<file path="src/rtl/alarm_sched_pkg.sv">
// Shared definitions for the alarm scheduler slice.
//   ID_W    : width of a channel index (covers up to 8 channels)
//   MAX_N   : largest supported channel count
//   state_t : scheduler FSM states
//   onehot  : channel index -> one-hot vector of MAX_N bits
package alarm_sched_pkg;

    localparam int ID_W  = 3;
    localparam int MAX_N = 8;

    typedef enum logic [1:0] {
        IDLE,
        BUZZ,
        GAP
    } state_t;

    // Callers slice the low N bits for their own channel count.
    function automatic logic [MAX_N-1:0] onehot(input logic [ID_W-1:0] id);
        logic [MAX_N-1:0] one;
        one = {{(MAX_N-1){1'b0}}, 1'b1};
        return one << id;
    endfunction

endpackage

</file>
<file path="src/rtl/rr_arbiter.sv">
// Combinational rotating-priority arbiter.
// Ports:
//   req       : request vector, one bit per channel
//   ptr       : index of the most recently granted channel; the search
//               starts at ptr+1 and wraps modulo N
//   gnt_valid : at least one request is present
//   gnt_id    : index of the winning channel (0 when gnt_valid=0)
module rr_arbiter
    import alarm_sched_pkg::*;
#(
    parameter int N = 8
) (
    input  logic [N-1:0]    req,
    input  logic [ID_W-1:0] ptr,
    output logic            gnt_valid,
    output logic [ID_W-1:0] gnt_id
);

    logic [MAX_N-1:0] req_ext;
    logic [ID_W-1:0]  idx;

    // Walk the candidates from lowest to highest priority so that the last
    // hit, which is the closest channel after ptr, is the one that sticks.
    // The request vector is widened to MAX_N so a full-width index works
    // for any N.
    always_comb begin
        req_ext   = MAX_N'(req);
        gnt_valid = 1'b0;
        gnt_id    = '0;
        idx       = '0;
        for (int k = N; k >= 1; k--) begin
            idx = ID_W'((int'(ptr) + k) % N);
            if (req_ext[idx]) begin
                gnt_valid = 1'b1;
                gnt_id    = idx;
            end
        end
    end

endmodule

</file>
<file path="src/rtl/alarm_scheduler.sv">
// Shares a single buzzer drive across N sensor channels. Requests are
// latched as sticky pending bits and served round-robin. Each grant is an
// ON_CYCLES burst on one buzzer, followed by GAP_CYCLES of silence.
// Ports:
//   clk        : system clock, rising edge
//   rst        : synchronous active-high reset
//   ena        : scheduler enable; when low the FSM idles but still captures
//   sensor_in  : level request per channel
//   buzzer_out : registered one-hot (or zero) buzzer drive
//   active_id  : index of the granted channel, meaningful while busy=1
//   busy       : high while a burst is in progress
//   pending    : sticky request register
module alarm_scheduler
    import alarm_sched_pkg::*;
#(
    parameter int N          = 8,
    parameter int ON_CYCLES  = 10,
    parameter int GAP_CYCLES = 2
) (
    input  logic            clk,
    input  logic            rst,
    input  logic            ena,
    input  logic [N-1:0]    sensor_in,
    output logic [N-1:0]    buzzer_out,
    output logic [ID_W-1:0] active_id,
    output logic            busy,
    output logic [N-1:0]    pending
);

    localparam int MAX_CYC = (ON_CYCLES > GAP_CYCLES) ? ON_CYCLES : GAP_CYCLES;
    localparam int CNT_W   = $clog2(MAX_CYC + 1);

    localparam logic [CNT_W-1:0] ON_LOAD  = CNT_W'(ON_CYCLES - 1);
    localparam logic [CNT_W-1:0] GAP_LOAD = CNT_W'((GAP_CYCLES > 0) ? GAP_CYCLES - 1 : 0);
    localparam logic [ID_W-1:0]  PTR_INIT = ID_W'(N - 1);

    state_t           state;
    logic [CNT_W-1:0] cnt;
    logic [ID_W-1:0]  rr_ptr;

    logic             gnt_valid;
    logic [ID_W-1:0]  gnt_id;
    logic [MAX_N-1:0] gnt_hot_full;
    logic [N-1:0]     gnt_hot;
    logic             arb_slot;
    logic             grant_now;
    logic [N-1:0]     pending_next;

    rr_arbiter #(
        .N (N)
    ) u_arbiter (
        .req       (pending),
        .ptr       (rr_ptr),
        .gnt_valid (gnt_valid),
        .gnt_id    (gnt_id)
    );

    // An arbitration slot opens when idle, at the end of a gap, or straight
    // at the end of a burst when the build has no gap. A grant happens only
    // in such a slot with the scheduler enabled and something pending.
    // The granted channel's pending bit is reloaded from its sensor, so a
    // sensor that is still high re-queues itself immediately.
    always_comb begin
        gnt_hot_full = onehot(gnt_id);
        gnt_hot      = gnt_hot_full[N-1:0];
        arb_slot     = (state == IDLE)
                     || ((state == BUZZ) && (cnt == '0) && (GAP_CYCLES == 0))
                     || ((state == GAP)  && (cnt == '0));
        grant_now    = ena && arb_slot && gnt_valid;
        if (grant_now) begin
            pending_next = ((pending | sensor_in) & ~gnt_hot) | (sensor_in & gnt_hot);
        end else begin
            pending_next = pending | sensor_in;
        end
    end

    // Scheduler FSM with registered outputs. Reset beats everything, a low
    // enable forces the FSM silent next, and otherwise a grant takes
    // precedence over normal burst/gap counting. Pending capture runs
    // whenever reset is low, independent of the enable.
    always_ff @(posedge clk) begin
        if (rst) begin
            state      <= IDLE;
            cnt        <= '0;
            rr_ptr     <= PTR_INIT;
            pending    <= '0;
            buzzer_out <= '0;
            active_id  <= '0;
            busy       <= 1'b0;
        end else begin
            pending <= pending_next;
            if (!ena) begin
                state      <= IDLE;
                buzzer_out <= '0;
                busy       <= 1'b0;
                cnt        <= '0;
            end else if (grant_now) begin
                state      <= BUZZ;
                buzzer_out <= gnt_hot;
                active_id  <= gnt_id;
                busy       <= 1'b1;
                cnt        <= ON_LOAD;
                rr_ptr     <= gnt_id;
            end else begin
                case (state)
                    IDLE: begin
                        state <= IDLE;
                    end
                    BUZZ: begin
                        if (cnt != '0) begin
                            cnt <= cnt - 1'b1;
                        end else if (GAP_CYCLES > 0) begin
                            state      <= GAP;
                            buzzer_out <= '0;
                            busy       <= 1'b0;
                            cnt        <= GAP_LOAD;
                        end else begin
                            state      <= IDLE;
                            buzzer_out <= '0;
                            busy       <= 1'b0;
                        end
                    end
                    GAP: begin
                        if (cnt != '0) begin
                            cnt <= cnt - 1'b1;
                        end else begin
                            state <= IDLE;
                        end
                    end
                    default: begin
                        state <= IDLE;
                    end
                endcase
            end
        end
    end

endmodule

</file>
<file path="config.mk">
export PLATFORM = sky130hd
export DESIGN_NAME = alarm_scheduler
export DESIGN_NICKNAME = d
export VERILOG_FILES = /design/src/rtl/alarm_sched_pkg.sv /design/src/rtl/rr_arbiter.sv /design/src/rtl/alarm_scheduler.sv
export SDC_FILE = /design/constraint.sdc
export NUM_CORES = 1
export LEC_CHECK = 0
export CELL_PAD_IN_SITES_DETAIL_PLACEMENT = 1
export CELL_PAD_IN_SITES_GLOBAL_PLACEMENT = 1
export CORE_MARGIN = 3
export CORE_UTILIZATION = 41
export DETAILED_ROUTE_END_ITERATION = 10
export PLACE_DENSITY_LB_ADDON = 0.1
export SYNTH_ARGS = -nofsm -noshare
export SYNTH_HDL_FRONTEND = slang
export SYNTH_HIERARCHICAL = 1
export SYNTH_SLANG_ARGS = --single-unit
</file>
<file path="constraint.sdc">
create_clock -name clk -period 3.9 [get_ports clk]
set_clock_uncertainty 0.1 [all_clocks]
set_input_delay 0.78 -clock clk [delete_from_list [all_inputs] [get_ports clk]]
set_output_delay 0.78 -clock clk [all_outputs]
set_load 0.1 [all_outputs]
</file>
==> metrics.txt, run 1 <==
initial drt markers 113; max_slew headroom 33.84%; Initial DRT Pass Iterations 4; outcome finished, final reports clean; DR vias 1942; number of synthesized flops with an enable pin 0; fraction of registers with async set/reset 0%; CTS buffer count 5; most common cell in the netlist dfxtp_1; share of the synthesized area in the top cell type 29.18%; Crit Path Class flip-flop to flip-flop; Antenna Nets Post-Route 0; critical path's slowest cell mux4_2; die area 5724 um^2; layout cells sized above 1 8.594%; yosys warns 6; CP top delay family multiplexers; Overflow after GRT 0; cell accounting for the most synthesized area dfxtp_1; CP most frequent cell nor2_1; boundary pin count 31; Crit path largest cell delay 640 ps; RSZ-0062 raised after global routing false; Cell Area, Synth 1989 um^2; Routability Congestion 0.8751; core area 4504 um^2; Critical Path Source Type flip-flop; Routed Wire Length 5944 um; fin crit share 86.80%; post-CTS resize count 0; synthesis-to-layout area growth 21.26%; WP buf/inv 1; #FFs+latches synth 29; largest net degree at the start of global routing 20; fmax 295.4 MHz; die extent in x 75.66 um; fillers 524; ant diodes 0; top cells by count, synth dfxtp_1, nor2_1, nand2_1; clk_lat worst skew 270 ps; final setup fails 0; top cells by area, synth dfxtp_1, mux4_2, o211ai_1; Max Slew Vio Count 0; global router's overall resource usage 22.69%; Least-Margin Pin Slew 989.3 ps; Avg Vias per Cell 6.305; Chip Height 75.66 um; Synth Area per Inst 8.803 um^2; Hold/Removal Path Class flip-flop to flip-flop; initial antenna violation count 0; Root Driver clkbuf_8; crit path cell chain inv_1, ha_1, mux4_2, mux2_4, nor2_1, o21ai_0, o31ai_1, mux2i_1, nand2b_1, nor2_1, a211oi_1; htree depth 2; vias in the first global route 1981; top_reg_cell synth dfxtp_1; critical path fanouts, max 9; cts hold-fix bufs 0; Clock Tree Buf Depth 2; Hold Vio Cnt, Final 0; sequential fraction of the synthesis area 29.18%; Yosys cell types 51; WL per Instance 19.30 um; Worst EP required 3970 ps; first-pass GRT wire length 9715 um; Final Net Count 270; initial core utilization 44.17%; synthesized instance count 226; clock tree from TritonCTS built; CP endpoint kind flip-flop; MaxCap Viol Count 0; total setup buffers inserted after CTS 0; TNS Setup 0 ps; Final HPWL DP 4415 um; clock sink total 29; Port-buffer cells 30; Worst-path clk slew 60 ps; Syn Nets 240; Arr. time, crit path 3460 ps; detailed-route DRC error count 0; row count 24; crit path time final 3385 ps
cells in the final DEF (no fill, tap or decap), drive strengths merged, types with 2 or more instances in the layout:
cell type	count
a211oi	13
a21oi	9
a221oi	2
a31oi	5
and2	3
buf	5
clkbuf	7
clkdlybuf4s50	30
dfxtp	29
ha	3
inv	12
mux2	2
mux2i	6
mux4	10
nand2	19
nand2b	4
nand3	5
nand3b	2
nor2	20
nor2b	4
nor4	2
o211ai	16
o21ai	11
o22ai	9
or3	3
xnor2	2
xor2	3
cell families after synthesis:
| group | count (synthesis) | share of synthesized area, % |
|---|---|---|
| compound gates | 74 | 25.54 |
| simple gates | 73 | 19.18 |
| flops | 29 | 29.18 |
| buf+inv | 24 | 5.597 |
| mux | 18 | 16.41 |
| xor+xnor | 5 | 2.202 |
| fa+ha+maj | 3 | 1.887 |
final timing paths:
check / cells past startpoint / from / end / slack (ps)
worst max-delay path: 11 / rr_ptr[1] / pending[6] / 510
worst min-delay path: 2 / buzzer_out[6] / buzzer_out[6] / 410
worst max register to register: 11 / rr_ptr[1] / pending[6] / 510
worst min register to register: 2 / buzzer_out[6] / buzzer_out[6] / 410
state kept, by name, indices dropped and copies added, names as in the netlist:
register / flops
active_id: 3
busy: 1
buzzer_out: 8
cnt: 4
pending: 8
rr_ptr: 3
state: 2
layout make-up:
cell class	instances	area [um^2]	area share [%]
Tap cell	52	65.06	2.697
Inverter	12	45.04	1.867
Clock buffer	7	86.33	3.579
Multi-Input combinational cell	173	1297	53.79
Sequential cell	29	580.6	24.07
Timing Repair Buffer	35	337.8	14.00
metrics by stage:
stage / setup WS, ps / hold WS [ps] / cell area (um^2) / util, % / instances
final: 514.9 / 408.3 / 2412 / 53.56 / 308
after global placement: 653.3 / 387.9 / 2326 / 51.64 / 301
after global routing: 267.4 / 443.3 / 2412 / 53.56 / 308
after floorplan: 778.2 / 378.2 / 1989 / - / 226
after detailed placement: 543.8 / 397.6 / 2326 / 51.64 / 301
after CTS: 509.7 / 412.7 / 2412 / 53.56 / 308
metal layers:
layer | part of all wire [%] | up-vias | wire length [um] | GRT usage [%]
met2 | 48 | 52 | 2880 | 38.45
met4 | 1.1 | 0 | 68 | 6.990
met1 | 46 | 951 | 2726 | 28.94
met5 | 0 | - | 0 | 0
li1 | - | 931 | - | -
met3 | 4.5 | 8 | 269 | 4.749
worst min-delay path, delay by kind of cell, from the launching register on:
kind               cells  cell delay (ps)
AOI/OAI and AO/OA      2              150
DFF                    1              310
Power of run 1 is not shown: default switching activity piles up to over one toggle a cycle in this logic, so the estimate is an artifact.
==> run 2: changes to the inputs <==
ABC_AREA = 1   (was default)
CORE_UTILIZATION = 39   (was 41)
==> run 2 against run 1 <==
Global-route usage down 2.4 points. Critical path depth up 5. Utilization down 5.1 points. Non-clock buffer count down 2. First-iteration DRC count down 0.88%. Final cell count up 31%. Cell area up 3.9%. Worst hold slack worse by 26 ps. Clock-buffer cell count unchanged. Register-to-register slack better by 60 ps. Wire length down 1.9%. Sequential share of layout area down 0.91 points. Highest routed layer unchanged.
==> metrics.txt, run 2 <==
fin crit share 85.22%; fmax 300.9 MHz; Routed Wire Length 5833 um; Critical Path Source Type flip-flop; htree depth 2; post-CTS resize count 0; WL per Instance 14.40 um; Worst-path clk slew 70 ps; largest net degree at the start of global routing 23; Yosys cell types 32; detailed-route DRC error count 0; Final Net Count 348; FF/Latch Area 580.6 um^2; max_slew headroom 34.19%; top cells by count, synth nand2_1, nand3_1, inv_1; Avg Vias per Cell 5.022; WP buf/inv 3; share of the synthesized area in the top cell type 27.65%; crit path cell chain inv_4, ha_1, inv_1, nand3_1, nand3_1, nand2_1, inv_1, nand2_1, nand2_1, nand2_1, nand2_1, a21oi_1, nor2_1, nand3_1, nand3b_1, a21oi_1; Hold/Removal Path Class flip-flop to flip-flop; fillers 683; CP most frequent cell nand2_1; top cells by area, synth dfxtp_1, nand2_1, nand3_1; final setup fails 0; Worst R2R Path Depth 16; met3 Use GR 2.935%; DR vias 2034; boundary pin count 31; Hold Startpoint active_id[1]; Synth Area per Inst 6.884 um^2; CP endpoint kind flip-flop; number of synthesized flops with an enable pin 0; global router's overall resource usage 20.33%; Crit Path Class flip-flop to flip-flop; cts hold-fix bufs 0; Chip Height 79.37 um; Clock Tree Buf Depth 2; Cell Area, Synth 2100 um^2; GR peak layer met2; Antenna Nets Post-Route 0; met2 Use GR 34.18%; worst setup margin 576.3 ps; sequential fraction of the synthesis area 27.65%; synthesized instance count 305; Overflow after GRT 0; first-pass GRT wire length 10050 um; Syn Nets 319; Worst EP required 4010 ps; die area 6300 um^2; initial core utilization 40.59%; Setup WS pre-CTS 664.7 ps; critical path depth 16; Root Driver clkbuf_8; FF-to-FF Start rr_ptr[0]; Port-buffer cells 30; clock tree from TritonCTS built; #FFs+latches synth 29; ant diodes 0; Initial DRT Pass Iterations 4; die extent in x 79.37 um; Largest regs buzzer_out (8), pending (8), cnt (4); commonest non-fill, non-tap cell in the layout nand2_1; vias in the first global route 2072; outcome finished, final reports clean; row count 26; Final HPWL DP 4630 um; synthesis-to-layout area growth 19.43%; clk_lat worst skew 280 ps; Critical path origin rr_ptr[0]; Multi-input gate area 1274 um^2; CP top delay family simple AND/OR/NAND/NOR gates; Routability Congestion 0.8911; total setup buffers inserted after CTS 0; most common cell in the netlist nand2_1; M1 GR Usage 27.03%; Arr. time, crit path 3440 ps; commonest cells after routing, fill and taps aside nand2_1, nand3_1, inv_1; RSZ-0062 raised after global routing false; initial antenna violation count 0; Crit path largest cell delay 570 ps; core area 5172 um^2; critical path's slowest cell dfxtp_1; hold depth 2; MaxCap Viol Count 0; Hold Vio Cnt, Final 0; crit path time final 3324 ps; top_reg_cell synth dfxtp_1; initial drt markers 112; fraction of registers with async set/reset 0%; critical path fanouts, max 11; CTS buffer count 5; Max Slew Vio Count 0; yosys warns 6; Least-Margin Pin Slew 984.0 ps; clock sink total 29; cell accounting for the most synthesized area dfxtp_1; layout cells sized above 1 19.70%; TNS Setup 0 ps
[run 2: cell types whose count changed after synthesis, sizes merged, moves of 6 or more]
cell	before	now
nand2	19	92
nand3	5	62
inv	12	37
a21oi	9	32
o211ai	16	0
a211oi	13	0
mux4	10	0
o22ai	9	0
mux2i	6	0
[run 2: cells by family after synthesis]
group / synth area share [%]
compound gates: 11.32
simple gates: 46.31
buf+inv: 11.68
xor+xnor: 1.252
flops: 27.65
fa+ha+maj: 1.788
[run 2: final timing paths]
kind                                 endpoint  slack, ps
worst max-delay path            buzzer_out[6]        580
worst min-delay path             active_id[1]        380
worst max register to register  buzzer_out[6]        580
worst min register to register   active_id[1]        380
[run 2: layout make-up]
| cell class | count | area share (%) |
|---|---|---|
| repair buffers | 33 | 12.87 |
| flip-flops and latches | 29 | 23.15 |
| well taps | 70 | 3.493 |
| multi-input cells | 228 | 50.80 |
| inverters | 37 | 5.639 |
| clock inverters | 1 | 0.1996 |
| clock buffers | 7 | 3.842 |
[run 2: layer usage]
metal  part of all wire (%)  wire, um
met1                     48      2794
met2                     49      2838
met3                    2.2       130
met4                    1.2        70
met5                      0         0
[run 2: worst register-to-register path, delay by kind of cell, from the launching register on]
family,cells,cell delay [ps]
simple gates,10,1500
flops,1,570
buf+inv,3,430
fa+ha+maj,1,420
compound gates,2,230
[run 2: per-stage QoR]
stage | area, um^2 | hold WS (ps) | std cells | util [%]
after floorplan | 2100 | 343.3 | 305 | -
after global placement | 2406 | 357.5 | 397 | 46.52
after detailed placement | 2406 | 371.5 | 397 | 46.52
after CTS | 2507 | 382.0 | 405 | 48.48
after global routing | 2507 | 402.1 | 405 | 48.48
final | 2507 | 382.2 | 405 | 48.48
Power of run 2 is left out for the same reason.
==> run 3: changes to the inputs <==
CORE_MARGIN = 10   (was 3)
==> run 3 against run 2 <==
Die area is 38% higher. Worst hold slack lost 8.6 ps. Register-to-register slack better by 40 ps. Wire length increased by 3.1%. Sequential share of layout area decreased by 0.058 points. Setup slack better by 42 ps. Non-clock buffer count shrank 1. Cell area up 0.25%. Via count rose by 0.34%. Highest routed layer unchanged.
==> metrics.txt, run 3 (synthesized netlist as in run 2, its figures left out) <==
layout cells sized above 1 19.46%; post-CTS resize count 0; Overflow after GRT 0; boundary pin count 31; Max Slew Vio Count 0; die area 8718 um^2; ant diodes 0; largest net degree at the start of global routing 23; Worst EP required 3960 ps; initial core utilization 40.59%; die extent in x 93.37 um; total setup buffers inserted after CTS 0; Chip Height 93.37 um; detailed-route DRC error count 0; Root Driver clkbuf_8; max_slew headroom 32.98%; RSZ-0062 raised after global routing false; core area 5172 um^2; CP endpoint kind flip-flop; commonest non-fill, non-tap cell in the layout nand2_1; Routability Congestion 0.9566; Worst-path clk slew 70 ps; fin crit share 84.15%; commonest cells after routing, fill and taps aside nand2_1, nand3_1, inv_1; Port-buffer cells 30; DR vias 2041; Least-Margin Pin Slew 1002 ps; Routed Wire Length 6015 um; cts hold-fix bufs 0; initial antenna violation count 0; TNS Setup 0 ps; Clock Tree Buf Depth 2; Arr. time, crit path 3340 ps; Crit Path Class flip-flop to flip-flop; Initial DRT Pass Iterations 4; Final HPWL DP 4852 um; Avg Vias per Cell 5.052; Largest regs buzzer_out (8), pending (8), cnt (4); WL per Instance 14.89 um; initial drt markers 103; synthesis-to-layout area growth 19.73%; final setup fails 0; clock sink total 29; clock tree from TritonCTS built; fmax 304.7 MHz; MaxCap Viol Count 0; vias in the first global route 2165; clk_lat worst skew 290 ps; critical path fanouts, max 11; CTS buffer count 5; Hold/Removal Path Class flip-flop to flip-flop; Antenna Nets Post-Route 0; crit path time final 3282 ps; Final Net Count 347; row count 26; htree depth 2; Hold Vio Cnt, Final 0; first-pass GRT wire length 10240 um; global router's overall resource usage 14.43%; outcome finished, final reports clean; Critical Path Source Type flip-flop
-- run 3: changes by cell type in the layout (fill, tap and decap cells not counted), sizes merged --
| cell | change |
|---|---|
| clkinvlp | +1 |
| bufinv | +1 |
| buf | -1 |
| clkbuf | -2 |
-- run 3: final cells by class --
type / instances / area (um^2)
Sequential cell: 29 / 580.6
Clock inverter: 3 / 46.29
Timing Repair Buffer: 32 / 315.3
Fill cell: 683 / 2659
Multi-Input combinational cell: 228 / 1274
Tap cell: 70 / 87.58
Inverter: 37 / 141.4
Clock buffer: 5 / 68.82
-- run 3: worst paths after layout --
path,start,endpoint,slack (ps),cells past startpoint
max,rr_ptr[0],pending[4],620,18
min,active_id[1],active_id[1],370,2
min reg2reg,active_id[1],active_id[1],370,2
max reg2reg,rr_ptr[0],pending[4],620,18
-- run 3: through the flow --
| stage | setup WS (ps) | instance area [um^2] | util [%] | std cells | hold WS (ps) |
|---|---|---|---|---|---|
| 2_1_floorplan | 1100 | 2100 | - | 305 | 343.3 |
| 3_3_place_gp | 706.6 | 2399 | 46.37 | 396 | 356.2 |
| 3_5_place_dp | 619.3 | 2399 | 46.37 | 396 | 359.8 |
| 4_1_cts | 614.6 | 2514 | 48.60 | 404 | 379.2 |
| 5_1_grt | 276.1 | 2514 | 48.60 | 404 | 399.8 |
| 6_report | 618.2 | 2514 | 48.60 | 404 | 373.6 |
-- run 3: critical path, cell delays in order (launching register included) --
cell	delay (ps)
dfxtp_1	560
inv_4	170
ha_1	420
inv_1	220
nand3_2	160
nand3_2	130
nand2_1	60
nand3_1	60
nand2_1	50
nand2_1	50
nand2_1	50
nand2_1	50
a21oi_1	70
nor2_1	450
inv_1	130
nor2_1	150
nand3_2	110
nand2_1	90
a21oi_1	50
-- run 3: per-layer routing --
| layer | part of all wire, % | track usage, % |
|---|---|---|
| met1 | 47 | 17.16 |
| met2 | 47 | 24.07 |
| met3 | 3.9 | 4.396 |
| met4 | 1.8 | 4.756 |
| met5 | 0 | 0 |
Power of run 3 is left out for the same reason.
